### config.mk
export PLATFORM = sky130hd
export DESIGN_NAME = mem_port_arbiter_flat
export DESIGN_NICKNAME = d
export VERILOG_FILES = /design/src/rtl/mem_port_arbiter_if.sv /design/src/rtl/mem_port_arbiter.sv /design/src/flat_wrapper.sv
export SDC_FILE = /design/constraint.sdc
export NUM_CORES = 1
export LEC_CHECK = 0
export CORE_MARGIN = 3
export CORE_UTILIZATION = 35
export CTS_BUF_LIST = sky130_fd_sc_hd__clkbuf_8
export CTS_CLUSTER_DIAMETER = 200
export DETAILED_ROUTE_END_ITERATION = 8
export GPL_TIMING_DRIVEN = 0
export PLACE_DENSITY = 0.81
export REMOVE_ABC_BUFFERS = 1
export SLEW_MARGIN = 10
export SYNTH_ARGS = -nofsm -noshare
export SYNTH_HDL_FRONTEND = slang
export SYNTH_SLANG_ARGS = --single-unit
### constraint.sdc
create_clock -name clk -period 5.85 [get_ports clk]
set_input_delay 0.585 -clock clk [delete_from_list [all_inputs] [get_ports clk]]
set_output_delay 0.585 -clock clk [all_outputs]
set_load 0.03 [all_outputs]
### src/rtl/mem_port_arbiter_if.sv
// ============================================================================
// Module   : mem_port_arbiter_if
// Brief    : Unified memory bus between the IF/MEM arbiter and the memory.
// Revision : 1.0
// ============================================================================
`default_nettype none

interface mem_port_arbiter_if;
    logic        bus_req;
    logic        bus_we;
    logic [31:0] bus_addr;
    logic [31:0] bus_wdata;
    logic [3:0]  bus_be;
    logic        bus_ready;
    logic [31:0] bus_rdata;

    modport master (
        output bus_req,
        output bus_we,
        output bus_addr,
        output bus_wdata,
        output bus_be,
        input  bus_ready,
        input  bus_rdata
    );

    modport slave (
        input  bus_req,
        input  bus_we,
        input  bus_addr,
        input  bus_wdata,
        input  bus_be,
        output bus_ready,
        output bus_rdata
    );
endinterface

`default_nettype wire

### src/rtl/mem_port_arbiter.sv
// ============================================================================
// Module   : mem_port_arbiter
// Brief    : Shares the unified memory bus between IF and MEM (MEM priority),
//            steers store lanes and raises per-stage stalls. Macro
//            ARB_TIMEOUT_EN enables aborting accesses after TIMEOUT_CYCLES.
// Revision : 1.0
// ============================================================================
`default_nettype none

module mem_port_arbiter #(
    parameter int TIMEOUT_CYCLES = 255
) (
    input  wire logic        clk,
    input  wire logic        rst,
    input  wire logic        if_req_i,
    input  wire logic [31:0] if_addr_i,
    input  wire logic        mem_req_i,
    input  wire logic        mem_we_i,
    input  wire logic [31:0] mem_addr_i,
    input  wire logic [31:0] mem_wdata_i,
    input  wire logic [1:0]  mem_size_i,
    mem_port_arbiter_if.master bus_if,
    output logic             if_done_o,
    output logic [31:0]      if_rdata_o,
    output logic             mem_done_o,
    output logic [31:0]      mem_rdata_o,
    output logic             misalign_err_o,
    output logic             bus_err_o,
    output logic             stall_if_o,
    output logic             stall_mem_o
);

    typedef enum logic [1:0] {
        IDLE    = 2'd0,
        GNT_IF  = 2'd1,
        GNT_MEM = 2'd2
    } state_t;

    state_t      state_q, state_d;
    logic        bus_req_q, bus_req_d;
    logic        bus_we_q, bus_we_d;
    logic [31:0] bus_addr_q, bus_addr_d;
    logic [31:0] bus_wdata_q, bus_wdata_d;
    logic [3:0]  bus_be_q, bus_be_d;
    logic        if_done_q, if_done_d;
    logic        mem_done_q, mem_done_d;
    logic [31:0] if_rdata_q, if_rdata_d;
    logic [31:0] mem_rdata_q, mem_rdata_d;
    logic        misalign_q, misalign_d;
    logic        bus_err_q, bus_err_d;

    logic        w_if_pend;
    logic        w_mem_pend;
    logic        w_mem_misaligned;
    logic [3:0]  w_mem_be;
    logic [31:0] w_mem_lane_wdata;
    logic        w_abort;
    logic        w_end;
    logic        w_arb;
    logic        w_cand_if;
    logic        w_cand_mem;
    logic        w_grant;
    logic        w_unused_addr_bits;

    // A requester whose done is pulsing this cycle still holds its request;
    // masking it here prevents a second service of the same request.
    assign w_if_pend  = if_req_i  & ~if_done_q;
    assign w_mem_pend = mem_req_i & ~mem_done_q;

    assign w_unused_addr_bits = ^if_addr_i[1:0];

    always_comb begin
        w_mem_misaligned = 1'b0;
        w_mem_be         = 4'b1111;
        w_mem_lane_wdata = mem_wdata_i;
        case (mem_size_i)
            2'b00: begin
                w_mem_be         = 4'b0001 << mem_addr_i[1:0];
                w_mem_lane_wdata = {4{mem_wdata_i[7:0]}};
            end
            2'b01: begin
                w_mem_misaligned = mem_addr_i[0];
                w_mem_be         = 4'b0011 << {mem_addr_i[1], 1'b0};
                w_mem_lane_wdata = {2{mem_wdata_i[15:0]}};
            end
            default: begin
                w_mem_misaligned = |mem_addr_i[1:0];
            end
        endcase
        if (!mem_we_i) begin
            w_mem_be = 4'b1111;
        end
    end

`ifdef ARB_TIMEOUT_EN
    localparam int c_CNT_W = (TIMEOUT_CYCLES > 255) ? $clog2(TIMEOUT_CYCLES + 1) : 8;
    localparam logic [c_CNT_W-1:0] c_LAST_WAIT = c_CNT_W'(TIMEOUT_CYCLES - 1);

    logic [c_CNT_W-1:0] wait_cnt_q, wait_cnt_d;

    // Abort on the wait cycle that would bring the count to TIMEOUT_CYCLES,
    // so bus_req is low in the following cycle together with the done pulse.
    assign w_abort = (state_q != IDLE) && !bus_if.bus_ready && (wait_cnt_q == c_LAST_WAIT);

    always_comb begin
        wait_cnt_d = wait_cnt_q;
        if ((state_q != IDLE) && !bus_if.bus_ready) begin
            wait_cnt_d = wait_cnt_q + c_CNT_W'(1);
        end
        if (w_grant) begin
            wait_cnt_d = '0;
        end
    end

    always_ff @(posedge clk or posedge rst) begin
        if (rst) begin
            wait_cnt_q <= '0;
        end else begin
            wait_cnt_q <= wait_cnt_d;
        end
    end
`else
    logic w_unused_timeout;
    assign w_unused_timeout = (TIMEOUT_CYCLES < 1);
    assign w_abort          = 1'b0;
`endif

    assign w_end = bus_if.bus_ready | w_abort;

    always_comb begin
        state_d     = state_q;
        bus_req_d   = bus_req_q;
        bus_we_d    = bus_we_q;
        bus_addr_d  = bus_addr_q;
        bus_wdata_d = bus_wdata_q;
        bus_be_d    = bus_be_q;
        if_rdata_d  = if_rdata_q;
        mem_rdata_d = mem_rdata_q;
        if_done_d   = 1'b0;
        mem_done_d  = 1'b0;
        misalign_d  = 1'b0;
        bus_err_d   = 1'b0;
        w_arb       = 1'b0;
        w_cand_if   = 1'b0;
        w_cand_mem  = 1'b0;
        w_grant     = 1'b0;

        case (state_q)
            IDLE: begin
                w_arb      = 1'b1;
                w_cand_if  = w_if_pend;
                w_cand_mem = w_mem_pend;
            end
            GNT_IF: begin
                if (w_end) begin
                    w_arb      = 1'b1;
                    w_cand_mem = w_mem_pend;
                    if_done_d  = 1'b1;
                    bus_err_d  = w_abort;
                    if_rdata_d = w_abort ? 32'd0 : bus_if.bus_rdata;
                end
            end
            GNT_MEM: begin
                if (w_end) begin
                    w_arb       = 1'b1;
                    w_cand_if   = w_if_pend;
                    mem_done_d  = 1'b1;
                    bus_err_d   = w_abort;
                    mem_rdata_d = w_abort ? 32'd0 : bus_if.bus_rdata;
                end
            end
            default: begin
                w_arb = 1'b1;
            end
        endcase

        // Shared arbitration: entered from IDLE or on completion with the
        // served requester masked, giving a gapless hand-over.
        if (w_arb) begin
            state_d   = IDLE;
            bus_req_d = 1'b0;
            if (w_cand_mem && !w_mem_misaligned) begin
                state_d     = GNT_MEM;
                bus_req_d   = 1'b1;
                bus_we_d    = mem_we_i;
                bus_addr_d  = {mem_addr_i[31:2], 2'b00};
                bus_be_d    = w_mem_be;
                bus_wdata_d = w_mem_lane_wdata;
                w_grant     = 1'b1;
            end else if (w_cand_mem) begin
                mem_done_d = 1'b1;
                misalign_d = 1'b1;
            end else if (w_cand_if) begin
                state_d     = GNT_IF;
                bus_req_d   = 1'b1;
                bus_we_d    = 1'b0;
                bus_addr_d  = {if_addr_i[31:2], 2'b00};
                bus_be_d    = 4'b1111;
                bus_wdata_d = 32'd0;
                w_grant     = 1'b1;
            end
        end
    end

    always_ff @(posedge clk or posedge rst) begin
        if (rst) begin
            state_q     <= IDLE;
            bus_req_q   <= 1'b0;
            bus_we_q    <= 1'b0;
            bus_addr_q  <= 32'd0;
            bus_wdata_q <= 32'd0;
            bus_be_q    <= 4'b0000;
            if_done_q   <= 1'b0;
            mem_done_q  <= 1'b0;
            if_rdata_q  <= 32'd0;
            mem_rdata_q <= 32'd0;
            misalign_q  <= 1'b0;
            bus_err_q   <= 1'b0;
        end else begin
            state_q     <= state_d;
            bus_req_q   <= bus_req_d;
            bus_we_q    <= bus_we_d;
            bus_addr_q  <= bus_addr_d;
            bus_wdata_q <= bus_wdata_d;
            bus_be_q    <= bus_be_d;
            if_done_q   <= if_done_d;
            mem_done_q  <= mem_done_d;
            if_rdata_q  <= if_rdata_d;
            mem_rdata_q <= mem_rdata_d;
            misalign_q  <= misalign_d;
            bus_err_q   <= bus_err_d;
        end
    end

    assign bus_if.bus_req   = bus_req_q;
    assign bus_if.bus_we    = bus_we_q;
    assign bus_if.bus_addr  = bus_addr_q;
    assign bus_if.bus_wdata = bus_wdata_q;
    assign bus_if.bus_be    = bus_be_q;

    assign if_done_o      = if_done_q;
    assign if_rdata_o     = if_rdata_q;
    assign mem_done_o     = mem_done_q;
    assign mem_rdata_o    = mem_rdata_q;
    assign misalign_err_o = misalign_q;
    assign bus_err_o      = bus_err_q;
    assign stall_if_o     = if_req_i & ~if_done_q;
    assign stall_mem_o    = mem_req_i & ~mem_done_q;

endmodule

`default_nettype wire

### src/flat_wrapper.sv
// flat-port wrapper written by rule: the top's interface ports become plain ports
module mem_port_arbiter_flat 
#(
    parameter int TIMEOUT_CYCLES = 255
)
  (clk, rst, if_req_i, if_addr_i, mem_req_i, mem_we_i, mem_addr_i, mem_wdata_i, mem_size_i, if_done_o, if_rdata_o, mem_done_o, mem_rdata_o, misalign_err_o, bus_err_o, stall_if_o, stall_mem_o, bus_if_bus_req, bus_if_bus_we, bus_if_bus_addr, bus_if_bus_wdata, bus_if_bus_be, bus_if_bus_ready, bus_if_bus_rdata);
  mem_port_arbiter_if bus_if_i ();
  input  wire logic clk;
  input  wire logic rst;
  input  wire logic if_req_i;
  input  wire logic [31:0] if_addr_i;
  input  wire logic mem_req_i;
  input  wire logic mem_we_i;
  input  wire logic [31:0] mem_addr_i;
  input  wire logic [31:0] mem_wdata_i;
  input  wire logic [1:0] mem_size_i;
  output logic if_done_o;
  output logic [31:0] if_rdata_o;
  output logic mem_done_o;
  output logic [31:0] mem_rdata_o;
  output logic misalign_err_o;
  output logic bus_err_o;
  output logic stall_if_o;
  output logic stall_mem_o;
  output wire logic [$bits(bus_if_i.bus_req)-1:0] bus_if_bus_req;
  output wire logic [$bits(bus_if_i.bus_we)-1:0] bus_if_bus_we;
  output wire logic [$bits(bus_if_i.bus_addr)-1:0] bus_if_bus_addr;
  output wire logic [$bits(bus_if_i.bus_wdata)-1:0] bus_if_bus_wdata;
  output wire logic [$bits(bus_if_i.bus_be)-1:0] bus_if_bus_be;
  input wire logic [$bits(bus_if_i.bus_ready)-1:0] bus_if_bus_ready;
  input wire logic [$bits(bus_if_i.bus_rdata)-1:0] bus_if_bus_rdata;
  assign bus_if_bus_req = bus_if_i.bus_req;
  assign bus_if_bus_we = bus_if_i.bus_we;
  assign bus_if_bus_addr = bus_if_i.bus_addr;
  assign bus_if_bus_wdata = bus_if_i.bus_wdata;
  assign bus_if_bus_be = bus_if_i.bus_be;
  assign bus_if_i.bus_ready = bus_if_bus_ready;
  assign bus_if_i.bus_rdata = bus_if_bus_rdata;
  mem_port_arbiter #(.TIMEOUT_CYCLES(TIMEOUT_CYCLES)) u_core (.clk(clk), .rst(rst), .if_req_i(if_req_i), .if_addr_i(if_addr_i), .mem_req_i(mem_req_i), .mem_we_i(mem_we_i), .mem_addr_i(mem_addr_i), .mem_wdata_i(mem_wdata_i), .mem_size_i(mem_size_i), .bus_if(bus_if_i), .if_done_o(if_done_o), .if_rdata_o(if_rdata_o), .mem_done_o(mem_done_o), .mem_rdata_o(mem_rdata_o), .misalign_err_o(misalign_err_o), .bus_err_o(bus_err_o), .stall_if_o(stall_if_o), .stall_mem_o(stall_mem_o));
endmodule
### Word level (Yosys, flattened, before mapping)

Cells that the tools add are included.
Widths: inputs -> output; s select.

* register bits after elaboration: 139
* input port bits: 136

* bitwise operators: 4
* reductions and logical operators: 10
* equality and inequality tests: 4
* shifts and indexed selects: 2
* muxes and demuxes: 36

Operator list (number)
* $mux 32: 6
* $pmux 32 s2: 1
* $mux 1: 19
* $mux 4: 4
* $pmux 4 s2: 1
* $pmux 1 s2: 3
* $eq 2x1->1 const B: 2
* $logic_not 2->1: 2
* $mux 2: 2
* $reduce_and 2->1: 2
* $reduce_or 2->1: 2
* $shl 1x2->4 const A: 1
* $shl 2x2->4 const A: 1
* $reduce_and 3->1: 1
* $and 1x1->1: 2
* $eq 2x2->1 const B: 1
* $ne 2x2->1 const B: 1
* $not 1->1: 2
* $reduce_bool 2->1: 1
* $logic_and 1x1->1: 1
* $logic_not 1->1: 1

### Longest topological paths before layout

* word-level depth: 7
* gate-level depth with buffers: 8

### Worst setup path before layout

OpenSTA, ideal clock, no wires.

* path kind: in2reg
* start point: input mem_req_i
* end point: register u_core.bus_wdata_q[31] (netlist: u_core.bus_if.bus_wdata[31])
* arrival time: 2.082 ns
* setup slack: 3.640 ns
* stages: 5
* data required time: 5.722 ns
* setup time: 0.128 ns
* cells stage by stage: and2b_1 -> o21a_1 -> o32ai_4 -> buf_6 -> mux2_1

* cells in the longest elaborated chain, start to end: 6
* elaborated cells on any way between the ends: 8
* classes of those cells: eq/ne: 1; mux: 3; bitwise: 1; reduce/logical: 3

Ends and longest elaborated chain
* start: declaration: RTL line flat_wrapper.sv:12 `input wire logic mem_req_i;`
* $and 1x1->1 *: RTL line mem_port_arbiter.sv:68 `assign w_mem_pend = mem_req_i & ~mem_done_q;`
* $mux 1: RTL line mem_port_arbiter.sv:155 `if (w_end) begin`
* $pmux 1 s2 *: RTL line mem_port_arbiter.sv:148 `case (state_q)`
* $logic_and 1x1->1: RTL line mem_port_arbiter.sv:182 `if (w_cand_mem && !w_mem_misaligned) begin`
* $ne 2x2->1 (no line) / $reduce_bool 2->1 (equally long branches)
* $reduce_and 3->1 (no line)
* end signal: assignment: RTL line mem_port_arbiter.sv:224 `bus_wdata_q <= bus_wdata_d;`
* end: declaration: RTL line mem_port_arbiter.sv:43 `logic [31:0] bus_wdata_q, bus_wdata_d;`

Every way passes the cells marked *; elsewhere a longest branch is shown, timed or not.
A chain may end at the register's enable or synchronous reset.

### Worst setup path after layout

* start point: input mem_size_i[1]
* end point: register u_core.bus_wdata_q[0] (netlist: u_core.bus_if.bus_wdata[0])

* cells in the longest elaborated chain, start to end: 6
* elaborated cells on any way between the ends: 9
* classes of those cells: eq/ne: 2; mux: 2; reduce/logical: 5

Ends and longest elaborated chain
* start: declaration: RTL line flat_wrapper.sv:16 `input wire logic [1:0] mem_size_i;`
* $eq 2x1->1 / $logic_not 2->1 (equally long branches): RTL line mem_port_arbiter.sv:76 `case (mem_size_i)`
* $pmux 1 s2 *: RTL line mem_port_arbiter.sv:76
* $logic_not 1->1 *: RTL line mem_port_arbiter.sv:182
* $logic_and 1x1->1 *: RTL line mem_port_arbiter.sv:182
* $ne 2x2->1 (no line) / $reduce_bool 2->1 (equally long branches)
* $reduce_and 3->1 (no line)

Marks and branches as above.

==> impl_metrics.json <==
{
  "detail_route.drc_violations": 0,
  "vdd_drop_max_mv": 0.3606,
  "postSynthCellCount": 405,
  "grt_start_max_net_pins": 78,
  "post_cts_buffers": 0,
  "port_buffers": 270,
  "finalCriticalPeriod_ns": 3.965,
  "r2r_setup_slack_ns": 2.82,
  "layout.cells.most_common": "sky130_fd_sc_hd__clkdlybuf4s50_1",
  "postRouteAntennaNets": 0,
  "worstSetupEndpointType": "register",
  "postCtsHoldBufs": 0,
  "die_area_sq_um": 18640,
  "gp_congestion": 0.7674,
  "cts_root_buffer": "sky130_fd_sc_hd__clkbuf_8",
  "report.final.slew_viol_count": 0,
  "critical_path.slowest_cell": "sky130_fd_sc_hd__clkdlybuf4s50_1",
  "post_dp_cell_area_sq_um": 8905,
  "synthTopCellsByArea": "sky130_fd_sc_hd__dfrtp_1 (57%), sky130_fd_sc_hd__mux2_2 (21%), sky130_fd_sc_hd__mux2i_1 (3.9%), sky130_fd_sc_hd__mux2_4 (3.5%), sky130_fd_sc_hd__a22o_1 (2.2%)",
  "p_sw_mw": 2.203,
  "first_global_vias": 4952,
  "min_delay_path_depth": 1,
  "wire_length_of_the_first_global_routing_pass_um": 26100,
  "drt_first_iter_violations": 126,
  "fin_worst_skew_ns": 0.009933,
  "numCtsBuffers": 17,
  "post-route-cell-area_sq_um": 9325,
  "io-pin-count": 276,
  "synth_warnings": 0,
  "arrival_ns": 4.33,
  "multi_input_comb_area_sq_um": 2374,
  "outcome": "finished, final reports clean",
  "timing.critical_path.required_ns": 6.21,
  "routed-via-count": 4448,
  "seqCellArea_sq_um": 3428,
  "sw_frac_of_total_pct": 40.73,
  "route.detailed.vias_per_inst": 4.899,
  "clk_transition_reported_paths_ns": 0.07,
  "fp.dieH_um": 136.5,
  "timing.max_cap.violations": 0,
  "report.final.hold_viol_count": 0,
  "tritoncts": "done",
  "whs_endpoint": "u_core.bus_if.bus_wdata[15]",
  "synth.avg_cell_area_sq_um": 14.72,
  "rows": 47,
  "synth_largest_type_area_fraction_pct": 57.49,
  "cts_resizes": 0,
  "area_growth_syn_to_layout_pct": 56.38,
  "worstReg2RegEnd": "u_core.bus_if.bus_wdata[0]",
  "n_antenna_cell": 0,
  "grt_antenna_before_repair": 0,
  "rr_worst_depth": 7,
  "yosysTopAreaCell": "sky130_fd_sc_hd__dfrtp_1",
  "routed_wirelength_um": 17120,
  "drive_gt1_share_pct": 24.56,
  "timing.critical_path.buf_inv": 1,
  "clock_insertion_delay_worst_skew_ns": 0.43,
  "comb_power_share_pct": 55.5,
  "cpPeakStageDelay_ns": 1.06,
  "fill_cells": 1377,
  "synth.ff_latch_count": 137,
  "max_freq_mhz": 252.2,
  "min-delay-start": "u_core.bus_if.bus_wdata[15]",
  "sequentialPowerShare_pct": 30.5,
  "clock_share_of_power_pct": 14.1,
  "fin_nets": 815,
  "cts-htree-levels": 4,
  "detailedPlacementHpwl_um": 12400,
  "max_slew.worst_pin.slew_ns": 1.241,
  "firstDrtPassIters": 4,
  "cts_buffer_depth": 2,
  "final.setup.tns_ns": 0,
  "synth.yosys.seq_area_share_pct": 57.49,
  "timing.final.setup_violations": 0,
  "globalRouteTotalUtil_pct": 18.16,
  "post-route-period-util_pct": 67.78,
  "r2r-start": "u_core.state_q[1]",
  "dpl.cell_count": 876,
  "largest_fanout_on_the_critical_path": 28,
  "crit_family": "simple AND/OR/NAND/NOR gates",
  "final_cell_count_no_fill": 908,
  "core_sq_um": 16640,
  "worstSetupPathType": "input port to register",
  "tritoncts_sink_count": 137,
  "syn_area_sq_um": 5963,
  "power_per_cell_area_nw_per_um2": 580.2,
  "synth.lib_cells_used.distinct": 38,
  "critical_path_cell_sequence": "clkdlybuf4s50_1, nor2_2, o221ai_4, nor2_1, a22o_1",
  "p_leak_nw": 3.923,
  "grt_setup_unrepaired": "false",
  "worstHoldPathType": "register to register",
  "power_report.internal_total_mw": 3.207,
  "mostFrequentLayoutCells": "sky130_fd_sc_hd__clkdlybuf4s50_1 (270), sky130_fd_sc_hd__dfrtp_1 (137), sky130_fd_sc_hd__mux2_2 (110)",
  "maxSlewHeadroom_pct": 17.02,
  "die_width_um": 136.5,
  "start_util_pct": 35.83,
  "power_mw": 5.411,
  "gr-total-overflow": 0,
  "drt-wirelength-per-cell_um": 18.85,
  "startpoint_class": "input port"
}
## cell usage after synthesis
| master | instances |
|---|---|
| sky130_fd_sc_hd__a2111oi_0 | 1 |
| sky130_fd_sc_hd__a21boi_1 | 1 |
| sky130_fd_sc_hd__a21o_1 | 3 |
| sky130_fd_sc_hd__a21oi_2 | 1 |
| sky130_fd_sc_hd__a22o_1 | 15 |
| sky130_fd_sc_hd__a2bb2oi_1 | 4 |
| sky130_fd_sc_hd__and2b_1 | 1 |
| sky130_fd_sc_hd__buf_1 | 4 |
| sky130_fd_sc_hd__buf_2 | 11 |
| sky130_fd_sc_hd__buf_4 | 3 |
| sky130_fd_sc_hd__buf_6 | 3 |
| sky130_fd_sc_hd__clkbuf_1 | 4 |
| sky130_fd_sc_hd__conb_1 | 1 |
| sky130_fd_sc_hd__dfrtp_1 | 137 |
| sky130_fd_sc_hd__ha_1 | 3 |
| sky130_fd_sc_hd__inv_1 | 8 |
| sky130_fd_sc_hd__inv_2 | 1 |
| sky130_fd_sc_hd__mux2_1 | 1 |
| sky130_fd_sc_hd__mux2_2 | 110 |
| sky130_fd_sc_hd__mux2_4 | 14 |
| sky130_fd_sc_hd__mux2i_1 | 23 |
| sky130_fd_sc_hd__nand2_1 | 12 |
| sky130_fd_sc_hd__nand2_4 | 1 |
| sky130_fd_sc_hd__nand2b_1 | 2 |
| sky130_fd_sc_hd__nor2_1 | 2 |
| sky130_fd_sc_hd__nor2b_1 | 1 |
| sky130_fd_sc_hd__nor3_1 | 3 |
| sky130_fd_sc_hd__nor4b_1 | 1 |
| sky130_fd_sc_hd__nor4b_2 | 1 |
| sky130_fd_sc_hd__o21a_1 | 1 |
| sky130_fd_sc_hd__o21ai_0 | 11 |
| sky130_fd_sc_hd__o21bai_1 | 1 |
| sky130_fd_sc_hd__o221a_2 | 1 |
| sky130_fd_sc_hd__o221ai_4 | 1 |
| sky130_fd_sc_hd__o2bb2ai_1 | 15 |
| sky130_fd_sc_hd__o32a_1 | 1 |
| sky130_fd_sc_hd__o32ai_1 | 1 |
| sky130_fd_sc_hd__o32ai_4 | 1 |
## area by class of cell
type | count | share of cell area [%]
clock buffers | 19 | 2.804
clock inverters | 12 | 1.369
inverters | 9 | 0.4159
multi-input cells | 236 | 25.45
flip-flops and latches | 137 | 36.76
well taps | 220 | 2.952
repair buffers | 275 | 30.24
## worst max path at each step
stage / slack, ns / endpoint / startpoint / depth (start not counted)
2_1_floorplan: 1.60 / u_core.bus_if.bus_addr[10] / rst / 1
3_3_place_gp: -0.08 / u_core.bus_if.bus_wdata[23] / rst / 2
3_5_place_dp: 0.52 / u_core.bus_if.bus_wdata[0] / mem_size_i[1] / 5
6_report: 1.88 / u_core.bus_if.bus_wdata[0] / mem_size_i[1] / 5
4_1_cts: 1.02 / u_core.bus_if.bus_wdata[0] / mem_size_i[1] / 5
5_1_grt: 1.74 / u_core.bus_if.bus_wdata[6] / mem_size_i[1] / 5
## metal layers
layer  routed length, um  up-vias  track usage, %
met5                   0        -               0
met4                 272        0           6.327
met3                1677       18           7.279
met2                8752      188           31.71
met1                6418     2229           20.00
li1                    -     2013               -
## cells by family (layout without fill, tap and decap cells)
kind of cell | after synthesis | count (layout) | share of synthesized area [%]
flops | 137 | 137 | 57.49
simple gates | 24 | 24 | 2.161
buf+inv | 34 | 315 | 2.937
other cells | 1 | 3 | 0.06289
fa+ha+maj | 3 | 3 | 0.6295
mux | 148 | 148 | 28.35
compound gates | 58 | 58 | 8.372
## per-stage QoR
stage	worst slack, ns	utilization, %	hold slack [ns]
final	1.885	56.03	0.4809
after global routing	1.742	56.03	0.4877
after CTS	1.015	55.85	0.4820
after detailed placement	0.5171	53.51	0.4649
after global placement	-0.07931	52.92	0.4632
after floorplan	1.597	-	0.5224
## power by group through the flow
| stage | Combinational [mW] | Sequential (mW) | Clock, mW |
|---|---|---|---|
| after CTS | 3.03 | 1.65 | 0.795 |
| after detailed placement | 3.02 | 1.66 | 0 |
| after floorplan | 0.837 | 2.52 | 0 |
| after global routing | 3.15 | 1.71 | 0.834 |
| final | 3.00 | 1.65 | 0.761 |
| after global placement | 2.93 | 1.63 | 0 |
## state kept, by name, indices dropped and copies added, names as in the netlist, 2 cells and up
name / count
u_core.bus_if.bus_be: 4
u_core.state_q: 2
u_core.if_rdata_o: 32
u_core.bus_if.bus_wdata: 32
u_core.bus_if.bus_addr: 30
u_core.mem_rdata_o: 32
Power figures use the tool's default switching activity.
